## src/rtl/pe_pkg.sv

```systemverilog
// Shared definitions for the output post-data block.
// Holds the default frame geometry (padded columns, padded rows, pixel
// width), the derived unpadded image size and the FSM state encoding.
package pe_pkg;

  localparam int COLS        = 34;               // padded columns per frame
  localparam int ROWS        = 26;               // padded bytes per column
  localparam int DATA_W      = 8;                // bits per pixel
  localparam int PIX_PER_COL = ROWS - 2;         // unpadded pixels per column
  localparam int IMG_PIX     = (COLS - 2) * PIX_PER_COL;  // 768
  localparam int ADDR_W      = 10;               // width of o_pix_addr
  localparam int COL_W       = 6;                // width of the column counter

  typedef enum logic [1:0] {
    S_IDLE  = 2'd0,
    S_SHIFT = 2'd1,
    S_DONE  = 2'd2
  } state_t;

endpackage

```

## src/rtl/output_post_data_module_col_shifter.sv

```systemverilog
// col_shifter: holds the unpadded bytes of one captured column and streams
// them out one pixel per accepted handshake.
//
// Ports
//   clk, rst_n     clock, asynchronous active-low reset
//   i_load         capture i_load_data / i_base_addr (only while idle)
//   i_load_data    bytes 1..ROWS-2 of the column, byte 1 in the top bits
//   i_base_addr    address of the first pixel of this column
//   i_pix_rdy      downstream ready
//   o_pix_data     current pixel (0 when not valid)
//   o_pix_vld      pixel valid
//   o_pix_addr     current pixel address (0 when not valid)
//   o_last         pulses with the handshake of the final pixel of the column
//
// Handshake: a pixel moves when o_pix_vld and i_pix_rdy are both high on a
// rising edge; while i_pix_rdy is low, data and address hold unchanged.
module col_shifter #(
  parameter int ROWS   = 26,
  parameter int DATA_W = 8,
  parameter int ADDR_W = 10
) (
  input  logic                       clk,
  input  logic                       rst_n,
  input  logic                       i_load,
  input  logic [(ROWS-2)*DATA_W-1:0] i_load_data,
  input  logic [ADDR_W-1:0]          i_base_addr,
  input  logic                       i_pix_rdy,
  output logic [DATA_W-1:0]          o_pix_data,
  output logic                       o_pix_vld,
  output logic [ADDR_W-1:0]          o_pix_addr,
  output logic                       o_last
);
  import pe_pkg::*;

  localparam int SH_W  = (ROWS - 2) * DATA_W;
  localparam int ROW_W = $clog2(ROWS - 2);
  localparam logic [ROW_W-1:0] LAST_ROW = ROW_W'(ROWS - 3);

  logic [SH_W-1:0]   sh_q;
  logic [ROW_W-1:0]  row_q;
  logic [ADDR_W-1:0] addr_q;
  logic              vld_q;
  logic              accept;

  assign accept = vld_q & i_pix_rdy;
  assign o_last = accept & (row_q == LAST_ROW);

  always_ff @(posedge clk or negedge rst_n) begin
    if (!rst_n) begin
      sh_q   <= '0;
      row_q  <= '0;
      addr_q <= '0;
      vld_q  <= 1'b0;
    end else if (i_load) begin
      sh_q   <= i_load_data;
      row_q  <= '0;
      addr_q <= i_base_addr;
      vld_q  <= 1'b1;
    end else if (accept) begin
      // The next pixel is always at the top of the register.
      sh_q <= sh_q << DATA_W;
      if (row_q == LAST_ROW) begin
        row_q <= '0;
        vld_q <= 1'b0;
      end else begin
        row_q  <= row_q + 1'b1;
        addr_q <= addr_q + 1'b1;
      end
    end
  end

  // Outputs are forced to zero between columns so stale bytes never show.
  always_comb begin
    o_pix_vld  = vld_q;
    o_pix_data = vld_q ? sh_q[SH_W-1 -: DATA_W] : '0;
    o_pix_addr = vld_q ? addr_q : '0;
  end

endmodule

```

## src/rtl/output_post_data_module.sv

```systemverilog
// output_post_data_module: strips the one-byte border from a padded frame.
// Padded columns arrive one per handshake; the first and last column of the
// frame are dropped, each remaining column yields its inner ROWS-2 bytes as
// a stream of pixels with a linear address, and a one-cycle pulse marks the
// end of the frame.
//
// Optional feature macro: PAD_CHECK_EN adds o_pad_err, a sticky flag that
// reports padding bytes that differ from i_padding.
//
// Ports
//   clk, rst_n     clock, asynchronous active-low reset
//   i_col_data     padded column, byte 0 in the top DATA_W bits
//   i_col_vld      column valid
//   o_col_rdy      column ready (high only while idle)
//   i_sof          start of frame, sampled with an accepted column
//   i_padding      expected padding value
//   o_pix_data     unpadded pixel
//   o_pix_vld      pixel valid
//   i_pix_rdy      downstream ready
//   o_pix_addr     linear pixel address 0..767
//   o_frame_done   one-cycle end-of-frame pulse
//   o_pad_err      sticky padding error (PAD_CHECK_EN only)
//   o_dbg_state    current FSM state (pe_pkg::state_t encoding)
//
// Handshakes: a column is taken when i_col_vld and o_col_rdy are high on a
// rising edge; a pixel is taken when o_pix_vld and i_pix_rdy are high on a
// rising edge. Neither valid depends combinationally on its ready.
module output_post_data_module #(
  parameter int COLS   = pe_pkg::COLS,
  parameter int ROWS   = pe_pkg::ROWS,
  parameter int DATA_W = pe_pkg::DATA_W
) (
  input  logic                   clk,
  input  logic                   rst_n,
  input  logic [ROWS*DATA_W-1:0] i_col_data,
  input  logic                   i_col_vld,
  output logic                   o_col_rdy,
  input  logic                   i_sof,
  input  logic [DATA_W-1:0]      i_padding,
  output logic [DATA_W-1:0]      o_pix_data,
  output logic                   o_pix_vld,
  input  logic                   i_pix_rdy,
  output logic [9:0]             o_pix_addr,
  output logic                   o_frame_done,
`ifdef PAD_CHECK_EN
  output logic                   o_pad_err,
`endif
  output logic [1:0]             o_dbg_state
);
  import pe_pkg::*;

  localparam logic [COL_W-1:0] LAST_COL = COL_W'(COLS - 1);

  state_t              state_q, state_d;
  logic [COL_W-1:0]    col_q;
  logic [COL_W-1:0]    eff_col;
  logic                run_q;
  logic                accept;
  logic                is_pad_col;
  logic                load;
  logic                last;
  logic [ADDR_W-1:0]   base_addr;

  // A start-of-frame column restarts counting at column 0.
  assign eff_col    = i_sof ? '0 : col_q;
  assign is_pad_col = (eff_col == '0) || (eff_col == LAST_COL);
  assign accept     = i_col_vld & o_col_rdy;
  assign base_addr  = ADDR_W'((ADDR_W'(eff_col) - ADDR_W'(1)) * ADDR_W'(ROWS - 2));

  // run_q keeps o_col_rdy low during reset and for the release cycle.
  always_ff @(posedge clk or negedge rst_n) begin
    if (!rst_n) run_q <= 1'b0;
    else        run_q <= 1'b1;
  end

  // State register
  always_ff @(posedge clk or negedge rst_n) begin
    if (!rst_n) state_q <= S_IDLE;
    else        state_q <= state_d;
  end

  // Next-state logic
  always_comb begin
    state_d = state_q;
    case (state_q)
      S_IDLE: begin
        if (accept) begin
          if (eff_col == LAST_COL)  state_d = S_DONE;
          else if (eff_col != '0)   state_d = S_SHIFT;
        end
      end
      S_SHIFT: if (last) state_d = S_IDLE;
      S_DONE:  state_d = S_IDLE;
      default: state_d = S_IDLE;
    endcase
  end

  // Output logic
  always_comb begin
    o_col_rdy    = (state_q == S_IDLE) && run_q;
    o_frame_done = (state_q == S_DONE);
    o_dbg_state  = state_q;
    load         = accept && !is_pad_col;
  end

  // Column counter: advances on discarded columns at accept time and on
  // data columns once their last pixel has left.
  always_ff @(posedge clk or negedge rst_n) begin
    if (!rst_n)                   col_q <= '0;
    else if (state_q == S_DONE)   col_q <= '0;
    else if (accept && is_pad_col) col_q <= eff_col + 1'b1;
    else if (last)                col_q <= col_q + 1'b1;
  end

  col_shifter #(
    .ROWS   (ROWS),
    .DATA_W (DATA_W),
    .ADDR_W (ADDR_W)
  ) u_col_shifter (
    .clk         (clk),
    .rst_n       (rst_n),
    .i_load      (load),
    .i_load_data (i_col_data[(ROWS-1)*DATA_W-1:DATA_W]),
    .i_base_addr (base_addr),
    .i_pix_rdy   (i_pix_rdy),
    .o_pix_data  (o_pix_data),
    .o_pix_vld   (o_pix_vld),
    .o_pix_addr  (o_pix_addr),
    .o_last      (last)
  );

`ifdef PAD_CHECK_EN
  logic pad_bad;

  // Border bytes of every column, and every byte of the border columns.
  always_comb begin
    pad_bad = 1'b0;
    for (int k = 0; k < ROWS; k++) begin
      if (is_pad_col || k == 0 || k == ROWS - 1) begin
        if (i_col_data[(ROWS-1-k)*DATA_W +: DATA_W] != i_padding) pad_bad = 1'b1;
      end
    end
  end

  // Sticky; a clean start-of-frame column is the only non-reset way out.
  always_ff @(posedge clk or negedge rst_n) begin
    if (!rst_n) begin
      o_pad_err <= 1'b0;
    end else if (accept) begin
      if (i_sof)        o_pad_err <= pad_bad;
      else if (pad_bad) o_pad_err <= 1'b1;
    end
  end
`else
  logic unused_pad_inputs;
  assign unused_pad_inputs = ^{i_padding,
                               i_col_data[ROWS*DATA_W-1 -: DATA_W],
                               i_col_data[DATA_W-1:0]};
`endif

endmodule
```

## config.mk

```make
export PLATFORM = sky130hd
export DESIGN_NAME = output_post_data_module
export DESIGN_NICKNAME = d
export VERILOG_FILES = /design/src/rtl/pe_pkg.sv /design/src/rtl/output_post_data_module_col_shifter.sv /design/src/rtl/output_post_data_module.sv
export SDC_FILE = /design/constraint.sdc
export NUM_CORES = 1
export LEC_CHECK = 0
export BUFFER_PORTS_ARGS = -buffer_cell sky130_fd_sc_hd__buf_4
export CAP_MARGIN = 20
export CELL_PAD_IN_SITES_DETAIL_PLACEMENT = 1
export CELL_PAD_IN_SITES_GLOBAL_PLACEMENT = 2
export CORE_ASPECT_RATIO = 0.9
export CORE_MARGIN = 2
export CORE_UTILIZATION = 30
export DETAILED_ROUTE_END_ITERATION = 8
export PLACE_DENSITY = 0.84
export SLEW_MARGIN = 30
export SYNTH_ARGS = -nofsm -noshare
export SYNTH_HDL_FRONTEND = slang
export SYNTH_HIERARCHICAL = 1
export SYNTH_SLANG_ARGS = --single-unit
```

## constraint.sdc

```tcl
create_clock -name clk -period 6.5 [get_ports clk]
set_clock_uncertainty 0.1 [all_clocks]
set_input_delay 0.65 -clock clk [delete_from_list [all_inputs] [get_ports clk]]
set_output_delay 0.65 -clock clk [all_outputs]
set_load 0.01 [all_outputs]
```

==> results.yml, run 1 <==
worst_setup_path:
  crit_chain: "nand2b_1 > ha_1 > xnor2_2 > ha_1 > a21oi_1 > maj3_1 > or4b_1 > o211ai_1 > nand2_1 > o21ai_1"
  cp_num_buf_inv: 0
  cp-start-kind: "flip-flop"
  r2r_start: "col_q[0]$_DFFE_PN0P_"
  worst-setup-path-type: "flip-flop to flip-flop"
  crit_arrival_ps: 3490
  cpPeakStageDelay_ps: 510
  critPathTopFamily: "adder cells"
  crit_top_cell: "ha_1"
  crit_path_top_delay_cell: "dfrtp_1"
  reg2reg_depth: 10
  worstPathRequired_ps: 6860
  r2r-end: "u_col_shifter/addr_q[9]$_DFFE_PN0P_"
  timing.critical_path.fanout_max: 11
  r2r_slack_ps: 3370
  end_kind: "flip-flop"
grt:
  grt_pass1_wl_um: 46170
  antenna_found_initial: 0
  grt_overflow: 0
  gr-usage-all-layers: 0.1528
  grt_pass1_vias: 8591
  grt_max_degree: 161
power:
  pwr-share-clk: 0.260
  ir_drop_mv: 0.1846
  seqPwrFrac: 0.442
  power.switching_mw: 1.757
  switching_share: 0.3345
  cellPowerDensity_mw_per_mm2: 390.2
  power.internal_mw: 3.496
  p_leak_nw: 6.158
  comb_power_share: 0.298
logic_synthesis:
  synth_top_area_frac: 0.5094
  synthDistinctLibCells: 57
  avgSynthCellArea_um2: 10.06
  synth_flop_cell: "dfrtp_1"
  synth_commonest_cells: "nand2_1 (228), dfrtp_1 (217), o21ai_0 (200), mux2i_1 (187), clkbuf_1 (50)"
  yosysTopAreaCell: "dfrtp_1"
  synth-async-reset-ratio: 1.000
  yosysMostFrequentCell: "nand2_1"
  synth_seq_cells: 217
  synth_edf_count: 0
  synth.yosys.warnings: 6
  synthesis.area_mm2: 0.01066
  syn-instance-count: 1060
  seq_area_frac_synth: 0.5094
  synth.top_cells.by_area: "dfrtp_1 (51%), mux2i_1 (18%), o21ai_0 (9.4%)"
detailed_routing:
  wl_per_cell_um: 16.41
  vias_per_cell: 4.745
  antenna_left: 0
  drc: 0
  wl_met1_um: 13130
  wl_met2_um: 13030
  first_pass_iters: 5
  vias: 8199
  routed.top_layer: "met4"
  wirelength_um: 28350
  drtIter0Drc: 363
  met3_length_um: 1608
timing:
  setup_viol: 0
  max_freq_mhz: 319.3
  slew_violations: 0
  max-slew-margin-rel: 0.3522
  fin_setup_tns_ps: 0
  rsz0062_at_grt: "false"
  period_minus_slack_ps: 3132
  finalCritPeriodShare: 0.4819
  timing.final.ws_setup_ps: 3368
  hold_viol_final: 3
  hold_slack_ps: -17.23
  tightest_slew_ps: 971.7
placement:
  dp_hpwl_um: 19350
  dp_cells: 1683
  placed_cell_area_mm2: 0.01268
  io_buffer_count: 219
  gp_congestion: 0.7699
  dpl_worst_slack_ps: 2987
cts:
  cts_buffers: 26
  cts_tree: "yes"
  cts_buffer_depth: 3
  post_cts_buffers: 0
  cts_resized: 0
  clkLatencyLatePin_ps: 540
  cts_num_sinks: 217
  hold_buffers: 0
  root_buffer: "clkbuf_16"
  h-tree-depth: 1
  clk_pin_slew_worst_paths_ps: 60
final_layout:
  stdcell_area_mm2: 0.01346
  fin_cells: 1728
  synthToLayoutAreaGrowth_pct: 26.32
  multi_input_area_mm2: 0.004816
  insertedDiodeCount: 0
  drive_above_1_share: 0.2216
  regArea_mm2: 0.005430
  fillCellCount: 3940
  final_nets: 1472
die:
  io_pins: 244
  initial_utilization: 0.3041
  die_w_um: 202.7
  core_area_mm2: 0.03505
  die_y_um: 182.8
  die-area_mm2: 0.03706
  num_rows: 65
status:
  violations: "negative hold slack"
  outcome: "complete, but fails checks"
job:
  cap_violations: 0
worst_hold_path:
  min_path_type: "primary input to asynchronous set/reset pin"
[cell type report]
cell class,instances,share of cell area
Sequential cell,217,0.4033
Clock inverter,1,0.0003717
Timing Repair Buffer,229,0.1349
Multi-Input combinational cell,760,0.3577
Clock buffer,44,0.05789
Inverter,8,0.002230
Tap cell,469,0.04358
[cells in the final DEF (no fill, tap or decap), types with 3 or more instances in the layout]
cell,n
nand4_1,4
xor2_1,9
buf_12,4
ha_1,8
mux2i_1,187
and3_1,3
clkbuf_1,13
inv_1,8
nor2_1,15
buf_4,222
nand3_1,6
nand2b_1,4
nor4_1,4
a21oi_1,14
dfrtp_1,217
xnor2_1,6
nor3b_1,3
clkbuf_16,27
clkbuf_8,4
conb_1,4
nand2_1,227
o21ai_0,200
and2_1,21
[state kept, by name, summed over array words and instances, names as in the netlist]
register,count
col_q,6
o_dbg_state,2
run_q,1
u_col_shifter/addr_q,10
u_col_shifter/o_pix_vld,1
u_col_shifter/row_q,5
u_col_shifter/sh_q,192
[cells by family after synthesis]
family,after synthesis,share of synthesized area
compound gates,230,0.1128
xor+xnor,16,0.01385
fa+ha+maj,11,0.01326
buf+inv,85,0.04061
flops,217,0.5094
mux,189,0.1777
other cells,2,0.0007046
simple gates,310,0.1316
[power groups by stage]
| stage | logic, mW | clock network [mW] | registers [mW] |
|---|---|---|---|
| final | 1.56 | 1.36 | 2.32 |
| after global routing | 1.79 | 1.46 | 2.40 |
| after CTS | 1.59 | 1.42 | 2.33 |
| after detailed placement | 1.58 | 0 | 2.35 |
| after global placement | 1.50 | 0 | 2.33 |
| after floorplan | 1.20 | 0 | 2.14 |
[metal layers]
layer | track usage | up-vias
li1 | - | 4015
met3 | 0.04033 | 35
met1 | 0.2085 | 3998
met5 | 0.001323 | -
met2 | 0.2436 | 151
met4 | 0.03387 | 0
[through the flow]
| step | power, mW | util |
|---|---|---|
| floorplan | 3.338 | - |
| global placement | 3.830 | 0.3601 |
| detailed placement | 3.933 | 0.3617 |
| CTS | 5.346 | 0.3840 |
| global route | 5.654 | 0.3841 |
| finish | 5.253 | 0.3841 |
[worst max path at each step]
stage / from / to / slack (ps) / cells after the start
after CTS: col_q[1]$_DFFE_PN0P_ / u_col_shifter/sh_q[104]$_DFFE_PN0P_ / 3320 / 9
after global routing: col_q[1]$_DFFE_PN0P_ / u_col_shifter/sh_q[104]$_DFFE_PN0P_ / 3050 / 9
after detailed placement: i_sof / u_col_shifter/addr_q[9]$_DFFE_PN0P_ / 2990 / 11
final: col_q[0]$_DFFE_PN0P_ / u_col_shifter/addr_q[9]$_DFFE_PN0P_ / 3370 / 10
after floorplan: i_sof / u_col_shifter/addr_q[9]$_DFFE_PN0P_ / 3310 / 12
after global placement: i_sof / u_col_shifter/addr_q[7]$_DFFE_PN0P_ / 2750 / 8
No activity file was read; power rests on OpenSTA's default activity.
==> inputs of run 2 (changes only) <==
Settings changed: PLACE_DENSITY 0.84 to 0.87.
Clock period 6.5 ns to 2.85 ns, I/O delays scaled along.
==> run 2 against run 1 <==
The run now ends clean. Via count is 13% higher. Sequential power is 130% higher. Wire length is 22% higher. Sequential cell count stayed put. Cell area is 18% higher. Total power grew to 2.5 times the previous value. Sequential share of layout area is 6.2 points lower. Combinational power grew to 2.7 times the previous value. Count of clock-buffer cells in the layout is 12 lower. First-iteration DRC count is 12% higher. Largest power group unchanged.
==> results.yml, run 2 (synthesis gave the netlist of run 1 again) <==
die:
  core_area_mm2: 0.03505
  io_pins: 244
  die_y_um: 182.8
  die-area_mm2: 0.03706
  initial_utilization: 0.3041
  num_rows: 65
  die_w_um: 202.7
power:
  cellPowerDensity_mw_per_mm2: 830.9
  power_mw: 13.24
  p_leak_nw: 7.226
  ir_drop_mv: 0.4567
detailed_routing:
  antenna_left: 0
  wirelength_um: 34730
  drtIter0Drc: 407
  first_pass_iters: 4
  vias_per_cell: 4.729
  vias: 9249
  drc: 0
  wl_per_cell_um: 17.76
status:
  outcome: "finished clean"
cts:
  cts_buffers: 26
  cts_tree: "yes"
  cts_buffer_depth: 3
  clkLatencyLatePin_ps: 530
  h-tree-depth: 1
  root_buffer: "clkbuf_16"
  cts_num_sinks: 217
  clk_pin_slew_worst_paths_ps: 60
placement:
  dpl_worst_slack_ps: 49.88
  dp_cells: 1715
  io_buffer_count: 219
  gp_congestion: 0.7877
  dp_hpwl_um: 21200
grt:
  gr-usage-met3: 0.02559
  gr-usage-all-layers: 0.1858
  antenna_found_initial: 1
  grt_overflow: 0
  use_met1: 0.2365
  grt_max_degree: 70
  use_met2: 0.3326
  grt_pass1_vias: 10280
  grt_pass1_wl_um: 55430
  grt_busiest_layer: "met2"
final_layout:
  largest_reg_flops: 192
  synthToLayoutAreaGrowth_pct: 49.45
  multi_input_area_mm2: 0.004845
  top_register: "u_col_shifter/sh_q"
  fin_util: 0.4545
  fin_cells: 1956
  final_common_cell: "buf_4"
  largest_registers: "u_col_shifter/sh_q (192), u_col_shifter/addr_q (10), col_q (6)"
  regArea_mm2: 0.005433
  drive_above_1_share: 0.2214
  fillCellCount: 3860
  final_nets: 1700
  final_cell_mix: "buf_4 (248), nand2_1 (228), dfrtp_1 (215)"
timing:
  setup_viol: 0
  hold_viol_final: 0
  timing.final.ws_setup_ps: 190.6
  slew_violations: 0
  rsz0062_at_grt: "false"
  period_minus_slack_ps: 2659
  fin_setup_tns_ps: 0
  max-slew-margin-rel: 0.5175
  tightest_slew_ps: 721.0
  max_freq_mhz: 376.0
  finalCritPeriodShare: 0.9331
worst_setup_path:
  critPathTopFamily: "simple AND/OR/NAND/NOR gates"
  timing.critical_path.fanout_max: 7
  crit_path_top_delay_cell: "dfrtp_2"
  worst-setup-path-type: "flip-flop to flip-flop"
  crit_arrival_ps: 3020
  cp-start-kind: "flip-flop"
  crit_chain: "o31a_1 > nor3_2 > inv_1 > ha_4 > a21oi_2 > maj3_2 > or4b_1 > o211ai_1 > nand2_1 > o21ai_1"
  cpPeakStageDelay_ps: 450
  worstPathRequired_ps: 3210
  cp_num_buf_inv: 1
  end_kind: "flip-flop"
worst_hold_path:
  min_path_type: "primary input to flip-flop"
job:
  cap_violations: 0
[run 2: changes by cell type in the layout (fill, tap and decap cells not counted), sizes merged]
cell / before / now
diode: 0 / 1
dlygate4sd3: 0 / 195
clkinv: 1 / 2
bufinv: 0 / 6
clkinvlp: 0 / 4
clkbuf: 44 / 32
buf: 229 / 262
[run 2: routing by layer]
layer  routed length [um]  share of wire  vias up
li1                     -              -     4475
met1                15270           0.44     4532
met2                17460           0.50      185
met3                 1142          0.033       57
met4                  853          0.025        0
met5                    0              0        -
[run 2: worst min-delay path: cells and delay by family]
| family | cells | cell delay [ps] |
|---|---|---|
| buffers and inverters | 1 | 90 |
| AO/OA/AOI/OAI | 1 | 80 |
| AND/OR/NAND/NOR | 2 | 240 |
[run 2: report_power, final]
group	total, mW	internal, mW	switching, mW
sequential	5.32	4.34	0.975
clock	3.66	2.33	1.33
combinational	4.26	2.20	2.06
[run 2: metrics by stage]
stage               area, um2  hold slack [ps]
global placement        12990            171.4
detailed placement      12990            175.4
global route            15930            157.5
floorplan               10670           -110.6
finish                  15930            116.7
CTS                     15890            85.43
[run 2: final cells by class]
class | count | area share
inverters | 8 | 0.001885
clock buffers | 32 | 0.04548
diodes | 1 | 0.0001571
well taps | 469 | 0.03684
multi-input cells | 760 | 0.3041
flip-flops and latches | 217 | 0.3410
clock inverters | 12 | 0.01382
repair buffers | 457 | 0.2567
[run 2: worst paths after layout]
check                                            from  slack [ps]  depth (start not counted)                             endpoint
setup / recovery                 col_q[2]$_DFFE_PN0P_         190                         10  u_col_shifter/addr_q[9]$_DFFE_PN0P_
hold / removal                                  i_sof         120                          4  u_col_shifter/addr_q[3]$_DFFE_PN0P_
setup reg to reg                 col_q[2]$_DFFE_PN0P_         190                         10  u_col_shifter/addr_q[9]$_DFFE_PN0P_
hold reg to reg            o_dbg_state[1]$_DFFE_PN0P_         410                          1           o_dbg_state[0]$_DFFE_PN0P_
max in group asynchronous                       rst_n        1610                          3  u_col_shifter/sh_q[123]$_DFFE_PN0P_
min in group asynchronous                       rst_n         210                          2   u_col_shifter/sh_q[67]$_DFFE_PN0P_
[run 2: what timing repair did]
item | in CTS | in global routing
hold buffers | 195 | 0
resized for setup | 0 | 8
setup buffers | 0 | 1
setup endpoints to repair | 0 | 1
hold endpoints to repair | 253 | 0
==> inputs of run 3 (changes only) <==
Settings changed: CORE_UTILIZATION 30 to 28, SLEW_MARGIN 30 to 40, SYNTH_HIERARCHICAL 1 to default.
==> run 3 against run 2 <==
Combinational power is 4% higher. Global-route usage is 1.4 points higher. Final cell count is 8.3% higher. Register-to-register slack better by 60 ps. Total power is 2.1% lower. Maximum frequency is 2.5% higher. Worst setup slack better by 65 ps. Hold slack worse by 21 ps. Die area is 3.2% higher. Via count is 13% higher.
==> results.yml, run 3 <==
status:
  outcome: "finished clean"
power:
  ir_drop_mv: 0.4495
  cellPowerDensity_mw_per_mm2: 843.8
  p_leak_nw: 7.057
final_layout:
  fillCellCount: 4228
  final_nets: 1846
  synthToLayoutAreaGrowth_pct: 49.43
  final_common_cell: "nand2_1"
  final_cell_mix: "nand2_1 (403), buf_4 (234), dfrtp_1 (217)"
  drive_above_1_share: 0.1848
  largest_reg_flops: 192
  largest_registers: "u_col_shifter.sh_q (192), u_col_shifter.addr_q (10), col_q (6)"
  top_register: "u_col_shifter.sh_q"
logic_synthesis:
  yosysMostFrequentCell: "nand2_1"
  avgSynthCellArea_um2: 8.285
  synth_seq_cells: 217
  synth_top_area_frac: 0.5286
  synth.top_cells.by_area: "dfrtp_1 (53%), nand2_1 (15%), a31oi_1 (11%)"
  synth_commonest_cells: "nand2_1 (404), dfrtp_1 (217), nor2_1 (204), a31oi_1 (187), clkbuf_1 (59)"
  yosysTopAreaCell: "dfrtp_1"
  synth_nets: 1470
  synthDistinctLibCells: 45
  synthesis.area_mm2: 0.01027
  synth_flop_cell: "dfrtp_1"
  synth_edf_count: 0
  seq_area_frac_synth: 0.5286
  synth.yosys.warnings: 0
  synth-async-reset-ratio: 1.000
  syn-instance-count: 1240
timing:
  max-slew-margin-rel: 0.5591
  setup_viol: 0
  hold_viol_final: 0
  slew_violations: 0
  timing.final.ws_setup_ps: 255.5
  max_freq_mhz: 385.4
  hold_slack_ps: 95.76
  finalCritPeriodShare: 0.9103
  rsz0062_at_grt: "false"
  period_minus_slack_ps: 2594
  tightest_slew_ps: 660.0
  fin_setup_tns_ps: 0
detailed_routing:
  vias_per_cell: 4.929
  antenna_left: 0
  wl_met2_um: 19150
  drtIter0Drc: 580
  met3_length_um: 1599
  vias: 10450
  wirelength_um: 38530
  first_pass_iters: 6
  drc: 0
  routed.top_layer: "met4"
  wl_per_cell_um: 18.18
  wl_met1_um: 16490
cts:
  clk_pin_slew_worst_paths_ps: 60
  post_cts_buffers: 0
  cts_buffer_depth: 3
  cts_num_sinks: 217
  cts_buffers: 26
  cts_tree: "yes"
  root_buffer: "clkbuf_16"
  h-tree-depth: 1
  clkLatencyLatePin_ps: 540
worst_setup_path:
  worstPathRequired_ps: 3160
  crit_arrival_ps: 2910
  r2r-end: "u_col_shifter.addr_q[8]$_DFFE_PN0P_"
  r2r_start: "col_q[1]$_DFFE_PN0P_"
  r2r_slack_ps: 260
  reg2reg_depth: 10
  end_kind: "flip-flop"
  worst-setup-path-type: "flip-flop to flip-flop"
  timing.critical_path.fanout_max: 7
  cp-start-kind: "flip-flop"
placement:
  io_buffer_count: 219
  gp_congestion: 0.7978
  dp_hpwl_um: 22580
  dpl_worst_slack_ps: 50.58
die:
  initial_utilization: 0.2840
  num_rows: 66
  die-area_mm2: 0.03824
  die_y_um: 185.7
  io_pins: 244
  die_w_um: 205.9
  core_area_mm2: 0.03617
worst_hold_path:
  hold_depth: 3
  hold_path_end: "o_dbg_state[1]$_DFFE_PN0P_"
  hp-start: "i_col_vld"
  min_path_type: "primary input to flip-flop"
grt:
  gr-usage-all-layers: 0.2002
  grt_pass1_wl_um: 60630
  antenna_found_initial: 8
  grt_pass1_vias: 11370
  grt_max_degree: 195
  grt_overflow: 0
job:
  cap_violations: 0
run 3: changes by cell type in the layout (fill, tap and decap cells not counted), moves of 5 or more:
cell,previous run,this run
a21oi_1,13,7
nand2_1,228,403
a31oi_1,0,187
nor2_1,15,204
bufinv_16,6,1
nor2b_1,2,7
o21ai_0,200,10
diode_2,1,9
mux2i_1,187,6
buf_4,248,234
run 3: repair_timing:
action	CTS	global route
hold buffers	193	0
resized for setup	0	2
endpoints found under the hold margin	250	0
endpoints found under the setup margin	0	3
run 3: power breakdown:
part           leakage (nW)  switching (mW)  internal (mW)
combinational          3.84            2.42           2.01
clock                 0.420            1.33           1.97
sequential             2.80           0.846           4.37
total                  7.06            4.60           8.36
run 3: cell type report:
class                   count  area (um2)  area share
well taps                 476       595.6     0.03879
inverters                   5       18.77    0.001222
diodes                      9       22.52    0.001467
multi-input cells         925        4466      0.2909
repair buffers            441        3971      0.2587
clock buffers              38       777.0     0.05061
clock inverters             8       71.32    0.004645
flip-flops and latches    217        5430      0.3537
run 3: cells by family (layout without fill, tap and decap cells):
| group | after synthesis | in the layout | synth area share |
|---|---|---|---|
| xor+xnor | 18 | 18 | 0.01535 |
| fa+ha+maj | 9 | 9 | 0.01169 |
| mux | 6 | 6 | 0.005846 |
| flops | 217 | 217 | 0.5286 |
| other cells | 1 | 10 | 0.0003650 |
| buf+inv | 98 | 492 | 0.03995 |
| compound gates | 218 | 218 | 0.1345 |
| simple gates | 673 | 673 | 0.2638 |
run 3: per-layer routing:
| metal | global-route usage | vias to the layer above |
|---|---|---|
| met1 | 0.2495 | 5204 |
| met2 | 0.3515 | 256 |
| met5 | 0 | - |
| met4 | 0.06886 | 0 |
| met3 | 0.03274 | 82 |
| li1 | - | 4903 |
run 3: how the worst max path moves through the flow:
stage                               startpoint                             endpoint  slack, ps  depth (start not counted)
after floorplan                          i_sof  u_col_shifter.addr_q[8]$_DFFE_PN0P_        310                         11
after global placement                   i_sof  u_col_shifter.addr_q[9]$_DFFE_PN0P_        190                         11
after detailed placement                 i_sof  u_col_shifter.addr_q[8]$_DFFE_PN0P_         50                         11
after CTS                 col_q[1]$_DFFE_PN0P_  u_col_shifter.addr_q[8]$_DFFE_PN0P_         90                         10
after global routing      col_q[1]$_DFFE_PN0P_  u_col_shifter.addr_q[8]$_DFFE_PN0P_         30                         10
final                     col_q[1]$_DFFE_PN0P_  u_col_shifter.addr_q[8]$_DFFE_PN0P_        260                         10
run 3: worst max-delay path: stages, from the launching register on:
cell	delay, ps
dfrtp_1	450
nand2b_1	160
ha_2	260
xnor2_2	250
inv_1	100
fa_1	430
nor2b_1	200
o21ai_0	130
o32ai_2	150
xnor2_1	150
mux2i_1	90
run 3: metrics by stage:
| stage | instances | power (mW) | util | cell area, um2 |
|---|---|---|---|---|
| after global routing | 2118 | 13.88 | 0.4244 | 15350 |
| after detailed placement | 1870 | 9.376 | 0.3459 | 12510 |
| after global placement | 1870 | 9.169 | 0.3459 | 12510 |
| final | 2119 | 12.95 | 0.4245 | 15350 |
| after CTS | 2109 | 12.98 | 0.4228 | 15290 |
| after floorplan | 1240 | 7.777 | - | 10270 |
